### config.mk
export PLATFORM = sky130hd
export DESIGN_NAME = tick_period_meter_flat
export DESIGN_NICKNAME = d
export VERILOG_FILES = /design/src/rtl/tick_period_meter_pkg.sv /design/src/rtl/tick_period_meter_if.sv /design/src/rtl/sat_counter.sv /design/src/rtl/tick_period_meter.sv /design/src/flat_wrapper.sv
export SDC_FILE = /design/constraint.sdc
export NUM_CORES = 1
export LEC_CHECK = 0
export BUFFER_PORTS_ARGS = -buffer_cell sky130_fd_sc_hd__buf_2
export CORE_UTILIZATION = 48
export CTS_CLUSTER_SIZE = 24
export DETAILED_ROUTE_END_ITERATION = 10
export PLACE_DENSITY = 0.72
export RECOVER_POWER = 25
export SETUP_SLACK_MARGIN = 0.4
export SLEW_MARGIN = 30
export SYNTH_ARGS = -nofsm -noshare
export SYNTH_HDL_FRONTEND = slang
export SYNTH_SLANG_ARGS = --single-unit
### constraint.sdc
create_clock -name i_clk -period 1.78 [get_ports i_clk]
set_clock_uncertainty 0.15 [all_clocks]
set_input_delay 0.356 -clock i_clk [delete_from_list [all_inputs] [get_ports i_clk]]
set_output_delay 0.356 -clock i_clk [all_outputs]
set_load 0.02 [all_outputs]
### src/rtl/tick_period_meter_pkg.sv
// tick_period_meter_pkg
//   Shared types for the tick period meter.
//   state_t : S_IDLE  - waiting for the first tick
//             S_ARMED - first period running, nothing captured yet
//             S_TRACK - at least one period captured
package tick_period_meter_pkg;

  typedef enum logic [1:0] {
    S_IDLE  = 2'd0,
    S_ARMED = 2'd1,
    S_TRACK = 2'd2
  } state_t;

endpackage

### src/rtl/tick_period_meter_if.sv
// tick_period_meter_if
//   Groups the tick/clear inputs and measurement outputs of tick_period_meter.
//   master : stimulus side (drives i_tick, i_clear; observes results)
//   slave  : meter side    (samples i_tick, i_clear; drives results)
//   i_tick     - event pulse, one tick per high sample
//   i_clear    - synchronous clear back to idle
//   o_period   - last measured period (saturated at 2^N-1)
//   o_valid    - one-cycle strobe, results updated this cycle
//   o_overflow - last period saturated before its closing tick
//   o_locked   - last two periods equal and neither overflowed
interface tick_period_meter_if #(parameter int N = 4);
  logic         i_tick;
  logic         i_clear;
  logic [N-1:0] o_period;
  logic         o_valid;
  logic         o_overflow;
  logic         o_locked;

  modport master (
    output i_tick, i_clear,
    input  o_period, o_valid, o_overflow, o_locked
  );

  modport slave (
    input  i_tick, i_clear,
    output o_period, o_valid, o_overflow, o_locked
  );
endinterface

### src/rtl/sat_counter.sv
// sat_counter
//   N-bit up counter with synchronous load-to-1 and saturation at 2^N-1.
//   clk  - rising-edge clock
//   rst  - asynchronous active-high reset (cnt=0, sat=0)
//   clr  - synchronous clear to 0 (wins over load/inc)
//   load - synchronous load of 1, clears sat (wins over inc)
//   inc  - increment enable; holds once saturated
//   cnt  - current count
//   sat  - high while cnt sits at 2^N-1
module sat_counter #(
  parameter int N = 4
) (
  input  logic         clk,
  input  logic         rst,
  input  logic         clr,
  input  logic         load,
  input  logic         inc,
  output logic [N-1:0] cnt,
  output logic         sat
);

  localparam logic [N-1:0] MAX = '1;
  localparam logic [N-1:0] ONE = N'(1);

  always_ff @(posedge clk or posedge rst) begin
    if (rst) begin
      cnt <= '0;
      sat <= 1'b0;
    end else if (clr) begin
      cnt <= '0;
      sat <= 1'b0;
    end else if (load) begin
      cnt <= ONE;
      sat <= 1'b0;
    end else if (inc && !sat) begin
      cnt <= cnt + ONE;
      // Flag goes up together with the count reaching the top value.
      if (cnt == MAX - ONE) sat <= 1'b1;
    end
  end

endmodule

### src/rtl/tick_period_meter.sv
// tick_period_meter
//   Measures the number of clock cycles between consecutive sampled ticks.
//   Each capture updates period/overflow/locked and pulses valid for one cycle.
//   i_clk   - system clock, rising edge
//   i_reset - asynchronous active-high reset
//   bus     - slave modport: i_tick, i_clear in; o_period, o_valid,
//             o_overflow, o_locked out (all registered)
module tick_period_meter
  import tick_period_meter_pkg::*;
#(
  parameter int N = 4
) (
  input  logic                 i_clk,
  input  logic                 i_reset,
  tick_period_meter_if.slave   bus
);

  state_t       state, state_nxt;
  logic [N-1:0] cnt;
  logic         sat;
  logic         cnt_load, cnt_inc, capture, lock_nxt;

  logic [N-1:0] period_q, prev_q;
  logic         valid_q, ovf_q, locked_q;

  sat_counter #(.N(N)) u_cnt (
    .clk  (i_clk),
    .rst  (i_reset),
    .clr  (bus.i_clear),
    .load (cnt_load),
    .inc  (cnt_inc),
    .cnt  (cnt),
    .sat  (sat)
  );

  always_ff @(posedge i_clk or posedge i_reset) begin
    if (i_reset) state <= S_IDLE;
    else         state <= state_nxt;
  end

  // Clear discards any tick sampled on the same edge.
  always_comb begin
    state_nxt = state;
    cnt_load  = 1'b0;
    cnt_inc   = 1'b0;
    capture   = 1'b0;
    if (bus.i_clear) begin
      state_nxt = S_IDLE;
    end else begin
      case (state)
        S_IDLE: begin
          if (bus.i_tick) begin
            cnt_load  = 1'b1;
            state_nxt = S_ARMED;
          end
        end
        S_ARMED, S_TRACK: begin
          if (bus.i_tick) begin
            capture   = 1'b1;
            cnt_load  = 1'b1;
            state_nxt = S_TRACK;
          end else begin
            cnt_inc   = 1'b1;
          end
        end
        default: state_nxt = S_IDLE;
      endcase
    end
  end

  // Lock needs a prior captured period; ovf_q still holds the previous
  // capture's overflow flag at this point.
  assign lock_nxt = (state == S_TRACK) && (cnt == prev_q) && !sat && !ovf_q;

  always_ff @(posedge i_clk or posedge i_reset) begin
    if (i_reset) begin
      period_q <= '0;
      prev_q   <= '0;
      valid_q  <= 1'b0;
      ovf_q    <= 1'b0;
      locked_q <= 1'b0;
    end else if (bus.i_clear) begin
      period_q <= '0;
      prev_q   <= '0;
      valid_q  <= 1'b0;
      ovf_q    <= 1'b0;
      locked_q <= 1'b0;
    end else begin
      valid_q <= capture;
      if (capture) begin
        period_q <= cnt;
        prev_q   <= cnt;
        ovf_q    <= sat;
        locked_q <= lock_nxt;
      end
    end
  end

  assign bus.o_period   = period_q;
  assign bus.o_valid    = valid_q;
  assign bus.o_overflow = ovf_q;
  assign bus.o_locked   = locked_q;

endmodule

### src/flat_wrapper.sv
// flat-port wrapper written by rule: the top's interface ports become plain ports
module tick_period_meter_flat import tick_period_meter_pkg::*;
#(
  parameter int N = 4
)
  (i_clk, i_reset, bus_i_tick, bus_i_clear, bus_o_period, bus_o_valid, bus_o_overflow, bus_o_locked);
  tick_period_meter_if #(.N(N)) bus_i ();
  input  logic i_clk;
  input  logic i_reset;
  input wire logic [$bits(bus_i.i_tick)-1:0] bus_i_tick;
  input wire logic [$bits(bus_i.i_clear)-1:0] bus_i_clear;
  output wire logic [$bits(bus_i.o_period)-1:0] bus_o_period;
  output wire logic [$bits(bus_i.o_valid)-1:0] bus_o_valid;
  output wire logic [$bits(bus_i.o_overflow)-1:0] bus_o_overflow;
  output wire logic [$bits(bus_i.o_locked)-1:0] bus_o_locked;
  assign bus_i.i_tick = bus_i_tick;
  assign bus_i.i_clear = bus_i_clear;
  assign bus_o_period = bus_i.o_period;
  assign bus_o_valid = bus_i.o_valid;
  assign bus_o_overflow = bus_i.o_overflow;
  assign bus_o_locked = bus_i.o_locked;
  tick_period_meter #(.N(N)) u_core (.i_clk(i_clk), .i_reset(i_reset), .bus(bus_i));
endmodule
==> flow_summary_export.csv, run 1 <==
group,metric,value,unit
hold_path,holdPathEnd,"u_core.bus.o_overflow$_DFFE_PP0P_",
routing,drt_first_iter_violations,8,
sta,setup_ws,-0.0523,ns
clock_tree,worstSkewPairLatency,0.28,ns
sta,tightestPinTransition,0.551,ns
power_and_ir_drop,power_density,685,nW/um^2
floorplanning,core,1370,um^2
status,status,"complete, but fails checks",
critical_path,ff2ff_path_depth,6,
global_routing,grt_pass1_wl,2580,um
routing,via_per_inst,5.63,
synthesis,synthDistinctLibCells,21,
sta,finalCritPeriodShare,1.03,
critical_path,cp.required,1.79,ns
critical_path,crit_slowest_cell,"or4b_4",
routing,via_count,676,
clock_tree,cts.sinks,14,
sta,rsz0062_at_grt,"yes",
floorplanning,row_count,13,
synthesis,post_synth.cell_area_avg,9.73,um^2
power_and_ir_drop,leakage,0.000508,uW
critical_path,r2r_end,"u_core.u_cnt.cnt[3]$_DFFE_PP0P_",
final_layout,final_common_cell,"buf_4",
hold_path,hold_depth,3,
critical_path,r2r_slack,-0.05,ns
critical_path,startpoint_type,"flip-flop",
power_and_ir_drop,ir_drop,0.000599,V
sta,min_period,1.83,ns
placed_design,finalWeightedCongestion,0.732,
clock_tree,clockBufferDepth,2,
floorplanning,start_util,0.541,
clock_tree,cts_root_buffer,"clkbuf_4",
final_layout,area_delta_synth_final,57.0,%
routing,drc_errors,0,
critical_path,cp_cell_sequence,"inv_2 > ha_4 > or4b_4 > buf_4 > o21ai_1 > a21oi_2",
global_routing,grt_pass1_vias,588,
routing,drt-wirelength-per-cell,17.0,um
placed_design,portBuffers,10,
final_layout,stdcell_count,120,
clock_tree,path_clk_slew,0.08,ns
sta,slew_headroom,0.632,
flow_run,maxCapViolations,0,
floorplanning,fp.dieArea,1700,um^2
critical_path,path_class,"flip-flop to flip-flop",
clock_tree,htreeDepth,1,
routing,routed_wl,2050,um
critical_path,path_delay_family,"simple AND/OR/NAND/NOR gates",
floorplanning,die_h,41.3,um
final_layout,antenna_cells,0,
global_routing,antenna_found_initial,0,
critical_path,cp_max_fo,3,
routing,drtPass1Iterations,4,
hold_path,hold_path_class,"primary input to flip-flop",
synthesis,ys_seq_area_frac,0.474,
synthesis,netlist_top_cells_area,"dfrtp_1 47%, ha_1 8.5%, a21oi_1 6.8%, xnor2_1 5.9%, nand3_1 4.7%",
placed_design,place_inst,104,
hold_path,hp-start,"bus_i_clear",
global_routing,gr-total-overflow,0,
synthesis,yosys_warnings,0,
critical_path,worstReg2RegStart,"u_core.state[1]$_DFFE_PP0P_",
final_layout,drive_gt1_frac,0.590,
final_layout,register_area,354,um^2
critical_path,end_kind,"flip-flop",
synthesis,syn-num-nets,85,
critical_path,worstPathArrival,1.85,ns
status,violations,"setup timing",
global_routing,grt.total_usage,0.237,
routing,postRouteAntennaNets,0,
critical_path,cpPeakStageDelay,0.47,ns
synthesis,synth.top_cell.area_share,0.474,
sta,fin_tns_setup,-0.0983,ns
critical_path,path_buf_inv,2,
floorplanning,top_level_ports,11,
sta,slew_viol_final,0,
sta,hold_violations,0,
final_layout,final.fill_count,69,
global_routing,grt_max_degree,15,
synthesis,synth_top_area_cell,"dfrtp_1",
final_layout,mostFrequentLayoutCells,"16 x buf_4, 11 x dfrtp_1, 9 x a21oi_2",
placed_design,detailed_place_hpwl,1030,um
clock_tree,cts_made_buffers,3,
final_layout,multi_input_area,505,um^2
final_layout,layout.nets,116,
clock_tree,tritoncts,"done",
floorplanning,die_w,41.3,um
synthesis,synth_cells,76,
sta,timing.fmax,0.546,GHz
synthesis,syn-cell-area,739,um^2
synthesis,synth_seq_cells,14,
sta,setup_viol,2,
## where the power goes
| group | switching, uW | leakage [uW] | total (uW) | internal (uW) |
|---|---|---|---|---|
| logic | 131 | 0.000307 | 276 | 145 |
| registers | 12.2 | 0.000187 | 342 | 329 |
| clock network | 99.0 | 0.0000138 | 178 | 78.5 |
## worst register-to-register path, delay by kind of cell (launching register included)
| kind | cells | cell delay [ns] |
|---|---|---|
| AOI/OAI and AO/OA | 2 | 0.26 |
| adders and majority gates | 1 | 0.26 |
| buffers and inverters | 2 | 0.22 |
| DFF | 1 | 0.36 |
| and+or+nand+nor | 1 | 0.47 |
## final cells by class
cell class	count	share of cell area
multi-input cells	53	0.435
flip-flops and latches	14	0.305
repair buffers	29	0.205
clock buffers	3	0.0194
inverters	6	0.0194
well taps	15	0.0162
## synthesized netlist by cell type
cell type and n:
ha_1 5, nor2_1 3, nand2b_1 1, o21ai_0 3
nor4b_1 2, a22oi_1 1, xnor2_1 5, a41o_1 1
buf_4 1, nand3b_1 1, nand2_1 6, a211oi_1 3
or3_1 2, or4b_4 1, a21oi_1 10, or2b_1 1
dfrtp_1 14, nand3_1 7, clkbuf_1 2, inv_1 6
nand4_1 1
## how the worst max path moves through the flow
stage	startpoint	to	slack, ns	cells past startpoint
2_1_floorplan	u_core.state[1]$_DFFE_PP0P_	u_core.u_cnt.cnt[3]$_DFFE_PP0P_	-0.003	5
3_3_place_gp	u_core.state[1]$_DFFE_PP0P_	u_core.u_cnt.cnt[2]$_DFFE_PP0P_	-0.02	5
3_5_place_dp	u_core.state[1]$_DFFE_PP0P_	u_core.u_cnt.cnt[3]$_DFFE_PP0P_	-0.04	5
4_1_cts	u_core.state[1]$_DFFE_PP0P_	u_core.u_cnt.cnt[2]$_DFFE_PP0P_	-0.04	5
5_1_grt	u_core.state[1]$_DFFE_PP0P_	u_core.u_cnt.cnt[2]$_DFFE_PP0P_	-0.11	5
6_report	u_core.state[1]$_DFFE_PP0P_	u_core.u_cnt.cnt[3]$_DFFE_PP0P_	-0.05	6
## cells by family (layout without fill, tap and decap cells)
group / Yosys count / after routing / synth area share
AND/OR/NAND/NOR: 25 / 25 / 0.190
AO/OA/AOI/OAI: 18 / 18 / 0.142
flip-flops: 14 / 14 / 0.474
buffers and inverters: 9 / 38 / 0.0508
adder cells (fa/ha/maj): 5 / 5 / 0.0846
XOR/XNOR: 5 / 5 / 0.0592
## flip-flops by register name (all words and copies together) (netlist names)
register               flops
u_core.u_cnt.cnt           4
u_core.bus.o_locked        1
u_core.prev_q              4
u_core.bus.o_overflow      1
u_core.bus.o_valid         1
u_core.u_cnt.sat           1
u_core.state               2
## per-stage QoR
stage | util | hold slack, ns | area [um^2] | total power [uW] | setup WS (ns)
floorplan | - | 0.0952 | 746 | 429 | -0.00271
global placement | 0.618 | 0.264 | 845 | 469 | -0.0171
detailed placement | 0.618 | 0.271 | 845 | 472 | -0.0449
CTS | 0.758 | 0.319 | 1040 | 748 | -0.0413
global route | 0.850 | 0.342 | 1160 | 832 | -0.106
finish | 0.850 | 0.342 | 1160 | 795 | -0.0523
## what timing repair did
action	in CTS	in global routing
pin swaps	10	14
hold endpoints to repair	14	0
buffers inserted	9	3
gates resized for setup	21	32
setup endpoints to repair	12	16
hold buffers	1	0
## layer usage
metal / global-route usage / vias to the layer above / wire length (um)
met5: 0 / - / 0
met4: 0.0726 / 0 / 16
met3: 0.0326 / 2 / 60
met2: 0.422 / 19 / 1100
met1: 0.291 / 328 / 864
li1: - / 327 / -
(Power assumes the default switching activity.)
==> run 2, diff against run 1 <==
Settings changed: ABC_AREA set to 1.
==> run 2 against run 1 <==
  * The run now ends clean
  * Clock-buffer cell count did not move
  * Synthesized cell count rose by 13%
  * Flip-flop and latch count did not move
  * Sequential share of layout area rose by 4.9 points
  * Critical endpoint is now u_core.bus.o_overflow$_DFFE_PP0P_
  * Largest cell class unchanged
  * Highest routed layer unchanged
==> flow_summary_export.csv, run 2 <==
group,metric,value,unit
synthesis,synth_fa_ha_area_frac,0.0855,
critical_path,cp.required,1.83,ns
floorplanning,die_w,41.1,um
final_layout,postLayoutCoreUtil,0.726,
synthesis,synth-compound-area-share,0.118,
routing,via_count,677,
clock_tree,worstSkewPairLatency,0.29,ns
hold_path,hold_path_class,"primary input to flip-flop",
routing,drc_errors,0,
sta,tightestPinTransition,0.547,ns
routing,drt_first_iter_violations,24,
power_and_ir_drop,leakage,0.000519,uW
synthesis,synth_enable_flop_cells,0,
final_layout,mostFrequentLayoutCells,"14 x inv_1, 13 x nand2_1, 13 x dfrtp_1",
clock_tree,tritoncts,"done",
routing,postRouteAntennaNets,0,
global_routing,gr-total-overflow,0,
final_layout,drive_gt1_frac,0.349,
sta,slew_viol_final,0,
final_layout,final_common_cell,"inv_1",
clock_tree,htreeDepth,1,
synthesis,synthDistinctLibCells,16,
clock_tree,clockBufferDepth,2,
clock_tree,cts_root_buffer,"clkbuf_4",
placed_design,detailed_place_hpwl,1140,um
synthesis,synth.top_cell.area_share,0.479,
synthesis,synthMuxAreaShare,0,
sta,slew_headroom,0.635,
critical_path,path_class,"flip-flop to flip-flop",
routing,drt-wirelength-per-cell,14.1,um
synthesis,post_synth.cell_area_avg,8.51,um^2
sta,hold_violations,0,
clock_tree,cts.sinks,14,
sta,min_period,1.47,ns
synthesis,synth_common_cells,"17 x inv_1, 16 x nand2_1, 14 x dfrtp_1",
critical_path,startpoint_type,"flip-flop",
power_and_ir_drop,ir_drop,0.000424,V
synthesis,syn-num-nets,95,
floorplanning,core,1370,um^2
final_layout,stdcell_count,124,
routing,drtPass1Iterations,4,
final_layout,final.fill_count,102,
sta,rsz0062_at_grt,"yes",
critical_path,end_kind,"flip-flop",
global_routing,grt.total_usage,0.238,
floorplanning,fp.dieArea,1690,um^2
sta,timing.fmax,0.679,GHz
global_routing,grt_pass1_vias,520,
critical_path,crit_slowest_cell,"dfrtp_1",
status,status,"completed",
synthesis,yosys_warnings,0,
synthesis,synthArstFlopShare,1.00,
synthesis,synth.most_common_cell,"inv_1",
placed_design,place_ws,0.191,ns
synthesis,ys_seq_area_frac,0.479,
floorplanning,top_level_ports,11,
synthesis,synth_cells,86,
critical_path,path_buf_inv,2,
flow_run,maxCapViolations,0,
final_layout,area_delta_synth_final,35.6,%
critical_path,path_delay_family,"flip-flops",
final_layout,layout.nets,120,
routing,routed_wl,1750,um
critical_path,cp_max_fo,5,
floorplanning,start_util,0.536,
power_and_ir_drop,power_density,669,nW/um^2
placed_design,place_inst,111,
global_routing,grt_pass1_wl,2470,um
sta,setup_ws,0.307,ns
sta,finalCritPeriodShare,0.827,
placed_design,finalWeightedCongestion,0.826,
routing,via_per_inst,5.46,
clock_tree,cts_made_buffers,3,
global_routing,grt_max_degree,15,
synthesis,syn-cell-area,732,um^2
synthesis,synthFlopType,"dfrtp_1",
clock_tree,path_clk_slew,0.08,ns
final_layout,top_regs,"u_core.prev_q: 4 flops, u_core.u_cnt.cnt: 4 flops, u_core.state: 2 flops",
floorplanning,row_count,13,
synthesis,synthXorXnorAreaFrac,0.0479,
critical_path,worstPathArrival,1.53,ns
critical_path,cpPeakStageDelay,0.39,ns
sta,setup_viol,0,
floorplanning,die_h,41.1,um
synthesis,netlist_top_cells_area,"dfrtp_1 48%, inv_1 8.7%, ha_1 8.5%, nand2_1 8.2%, o21ai_0 4.8%",
final_layout,antenna_cells,0,
sta,fin_tns_setup,0,ns
placed_design,portBuffers,10,
synthesis,synthSimpleGateAreaFrac,0.183,
critical_path,cp_cell_sequence,"inv_1 > ha_4 > nand2_1 > nand2_2 > buf_4 > o22ai_1",
synthesis,synth_seq_cells,14,
synthesis,synth_top_family_by_area,"simple AND/OR/NAND/NOR gates",
synthesis,synth_top_area_cell,"dfrtp_1",
global_routing,antenna_found_initial,0,
run 2: cell type report:
class,count,area (um^2),area share
Inverter,17,63.8,0.0643
Timing Repair Buffer,20,146,0.148
Tap cell,15,18.8,0.0189
Clock buffer,3,22.5,0.0227
Multi-Input combinational cell,55,389,0.392
Sequential cell,14,352,0.354
run 2: repair_timing:
| item | 4_1_cts | 5_1_grt |
|---|---|---|
| gates resized for setup | 14 | 16 |
| hold endpoints to repair | 14 | 0 |
| setup buffers | 2 | 7 |
| hold buffers | 1 | 0 |
| pin swaps | 2 | 4 |
| endpoints found under the setup margin | 13 | 14 |
run 2: cells by family (layout without fill, tap and decap cells):
logic type | Yosys count | in the layout
flip-flops | 14 | 14
XOR/XNOR | 4 | 4
adder cells (fa/ha/maj) | 5 | 5
AO/OA/AOI/OAI | 16 | 16
buffers and inverters | 17 | 40
AND/OR/NAND/NOR | 30 | 30
run 2: path summary, 6_finish.rpt:
check	slack, ns	startpoint	depth (start not counted)	end
max	0.31	u_core.state[0]$_DFFE_PP0P_	6	u_core.bus.o_overflow$_DFFE_PP0P_
min	0.25	bus_i_clear	4	u_core.u_cnt.cnt[0]$_DFFE_PP0P_
max reg2reg	0.31	u_core.state[0]$_DFFE_PP0P_	6	u_core.bus.o_overflow$_DFFE_PP0P_
min reg2reg	0.33	u_core.bus.o_locked$_DFFE_PP0P_	2	u_core.bus.o_locked$_DFFE_PP0P_
max in group asynchronous	0.58	i_reset	3	u_core.u_cnt.cnt[0]$_DFFE_PP0P_
min in group asynchronous	0.51	i_reset	3	u_core.prev_q[3]$_DFFE_PP0P_
run 2: stage by stage:
stage                     hold WS (ns)  instance area [um^2]  total power (uW)
after floorplan                 0.0952                   732               403
after global placement           0.271                   801               426
after detailed placement         0.277                   801               431
after CTS                        0.266                   896               637
after global routing             0.289                   992               694
final                            0.248                   992               664
run 2: power breakdown:
| part | switching, uW | internal [uW] | total [uW] |
|---|---|---|---|
| clock | 103 | 78.7 | 182 |
| combinational | 81.8 | 61.9 | 144 |
| sequential | 9.57 | 329 | 339 |
| total | 194 | 470 | 664 |
run 2: worst min-delay path, cell delays in order:
cell	delay (ns)
buf_2	0.15
a21oi_2	0.04
nand2_1	0.05
o21ai_1	0.05
run 2: per-layer routing:
layer / part of all wire / wire length (um) / vias up / track usage
met4: 0.019 / 34 / 0 / 0.100
met3: 0.071 / 124 / 5 / 0.0489
met1: 0.41 / 712 / 318 / 0.318
li1: - / - / 322 / -
met2: 0.50 / 881 / 32 / 0.367
met5: 0 / 0 / - / 0
==> run 3, diff against run 2 <==
Settings changed: ABC_AREA 1 to 0.
Clock period 1.78 ns to 1.3 ns, I/O delays scaled along.
==> run 3 against run 2 <==
  * The run now ends with setup timing left
  * Flip-flop and latch count is the same
  * Final area grew 10%
  * Critical endpoint is now u_core.u_cnt.cnt[3]$_DFFE_PP0P_
  * Setup slack lost 0.87 ns
  * Largest cell class unchanged
  * Highest routed layer unchanged
  * Global-route usage grew 2.8 points
==> flow_summary_export.csv, run 3 (same netlist as run 1, synthesis figures left out) <==
group,metric,value,unit
power_and_ir_drop,switching_power,285,uW
critical_path,cp.required,1.36,ns
critical_path,ff2ff_path_depth,5,
final_layout,fin_area,1090,um^2
sta,min_period,1.86,ns
power_and_ir_drop,switching_share,0.293,
final_layout,final_common_cell,"buf_4",
placed_design,finalWeightedCongestion,0.754,
global_routing,antenna_found_initial,0,
critical_path,worstReg2RegStart,"u_core.state[1]$_DFFE_PP0P_",
global_routing,grt_max_degree,15,
clock_tree,clockBufferDepth,2,
floorplanning,start_util,0.541,
sta,timing.fmax,0.537,GHz
floorplanning,die_h,41.3,um
critical_path,r2r_slack,-0.56,ns
sta,setup_ws,-0.562,ns
global_routing,grt.total_usage,0.266,
final_layout,antenna_cells,0,
routing,drt-wirelength-per-cell,15.1,um
sta,slew_viol_final,0,
final_layout,register_area,350,um^2
sta,tightestPinTransition,0.366,ns
clock_tree,path_clk_slew,0.08,ns
critical_path,endpoint,"u_core.u_cnt.cnt[3]$_DFFE_PP0P_",
floorplanning,row_count,13,
routing,drt_first_iter_violations,16,
critical_path,end_kind,"flip-flop",
floorplanning,die_w,41.3,um
global_routing,grt_pass1_wl,2840,um
global_routing,gr-total-overflow,0,
floorplanning,fp.dieArea,1700,um^2
final_layout,layout.nets,117,
routing,routed_wl,1830,um
flow_run,maxCapViolations,0,
power_and_ir_drop,clkPwrFrac,0.249,
routing,drtPass1Iterations,4,
clock_tree,tritoncts,"done",
power_and_ir_drop,p_seq_frac,0.476,
power_and_ir_drop,pwr-share-comb,0.274,
critical_path,cp_max_fo,4,
global_routing,grt_pass1_vias,640,
clock_tree,worstSkewPairLatency,0.27,ns
power_and_ir_drop,ir_drop,0.000732,V
clock_tree,cts.sinks,14,
routing,postRouteAntennaNets,0,
final_layout,top_regs,"u_core.prev_q: 4 flops, u_core.u_cnt.cnt: 4 flops, u_core.state: 2 flops",
critical_path,path_class,"flip-flop to flip-flop",
routing,via_count,695,
routing,drc_errors,0,
hold_path,hold_depth,3,
final_layout,final.fill_count,83,
clock_tree,htreeDepth,1,
critical_path,startpoint_type,"flip-flop",
placed_design,place_area,890,um^2
critical_path,r2r_end,"u_core.u_cnt.cnt[3]$_DFFE_PP0P_",
routing,via_per_inst,5.74,
power_and_ir_drop,power,974,uW
final_layout,mostFrequentLayoutCells,"16 x buf_4, 14 x dfrtp_1, 9 x buf_6",
placed_design,detailed_place_hpwl,1170,um
sta,rsz0062_at_grt,"yes",
power_and_ir_drop,leakage,0.000504,uW
final_layout,multi_input_area,427,um^2
sta,slew_headroom,0.756,
hold_path,hold_path_class,"primary input to flip-flop",
power_and_ir_drop,internal_power,689,uW
placed_design,portBuffers,10,
floorplanning,core,1370,um^2
floorplanning,top_level_ports,11,
status,status,"complete, but fails checks",
final_layout,area_delta_synth_final,47.7,%
clock_tree,cts_made_buffers,3,
sta,setup_viol,13,
clock_tree,cts_root_buffer,"clkbuf_4",
power_and_ir_drop,power_density,891,nW/um^2
critical_path,worstPathArrival,1.92,ns
status,violations,"setup timing",
final_layout,drive_gt1_frac,0.406,
sta,finalCritPeriodShare,1.43,
critical_path,cp-startpoint,"u_core.state[1]$_DFFE_PP0P_",
sta,hold_violations,0,
run 3: cell count changes in the layout (fill, tap and decap cells not counted), sizes merged, moves of 2 or more:
cell	change
nand2	-11
nor4b	+2
xor2	-4
inv	-11
nor2	-2
o21ai	-5
a211oi	+3
buf	+9
o22ai	-3
or3	+2
xnor2	+5
a21oi	+6
run 3: power groups by stage:
stage	logic (uW)	registers [uW]	clock network [uW]
after floorplan	108	479	0
after global placement	194	469	0
after detailed placement	201	470	0
after CTS	264	463	248
after global routing	290	466	263
final	267	464	243
run 3: area by class of cell:
cell class              instances  share of cell area
repair buffers                 30               0.230
clock buffers                   3              0.0206
inverters                       6              0.0206
well taps                      15              0.0172
flip-flops and latches         14               0.321
multi-input cells              53               0.391
run 3: worst min-delay path by stage:
stage / start / endpoint / slack (ns)
floorplan: i_reset / u_core.bus.o_locked$_DFFE_PP0P_ / -0.0008
global placement: i_reset / u_core.bus.o_valid$_DFF_PP0_ / 0.11
detailed placement: i_reset / u_core.bus.o_valid$_DFF_PP0_ / 0.12
CTS: bus_i_tick / u_core.u_cnt.cnt[3]$_DFFE_PP0P_ / 0.24
global route: bus_i_tick / u_core.u_cnt.cnt[2]$_DFFE_PP0P_ / 0.25
finish: bus_i_clear / u_core.bus.o_overflow$_DFFE_PP0P_ / 0.24
run 3: metal layers:
layer  track usage  up-vias  share of wire
met1         0.323      331           0.42
met3        0.0489        4          0.052
met5             0        -              0
li1              -      328              -
met2         0.445       32           0.51
met4         0.129        0          0.017
run 3: critical path, cell delays in order (launching register included):
cell and delay [ns]:
dfrtp_1 0.38, inv_2 0.06, ha_4 0.26, or4b_4 0.47
or3_4 0.34, a21oi_2 0.12
run 3: metrics by stage:
step | setup WS [ns] | setup TNS, ns | utilization | std cells | hold WS [ns]
floorplan | -0.483 | -3.52 | - | 76 | -0.000781
global placement | -0.462 | -3.09 | 0.651 | 110 | 0.110
detailed placement | -0.552 | -4.23 | 0.651 | 110 | 0.118
CTS | -0.539 | -2.95 | 0.792 | 121 | 0.238
global route | -0.595 | -3.90 | 0.799 | 121 | 0.249
finish | -0.562 | -3.04 | 0.799 | 121 | 0.242
run 3: what timing repair did:
item,in CTS,in global routing
buffers inserted,7,0
pin swaps,5,2
hold buffers,1,0
gates resized for setup,27,3
endpoints found under the hold margin,14,0
setup endpoints to repair,21,21
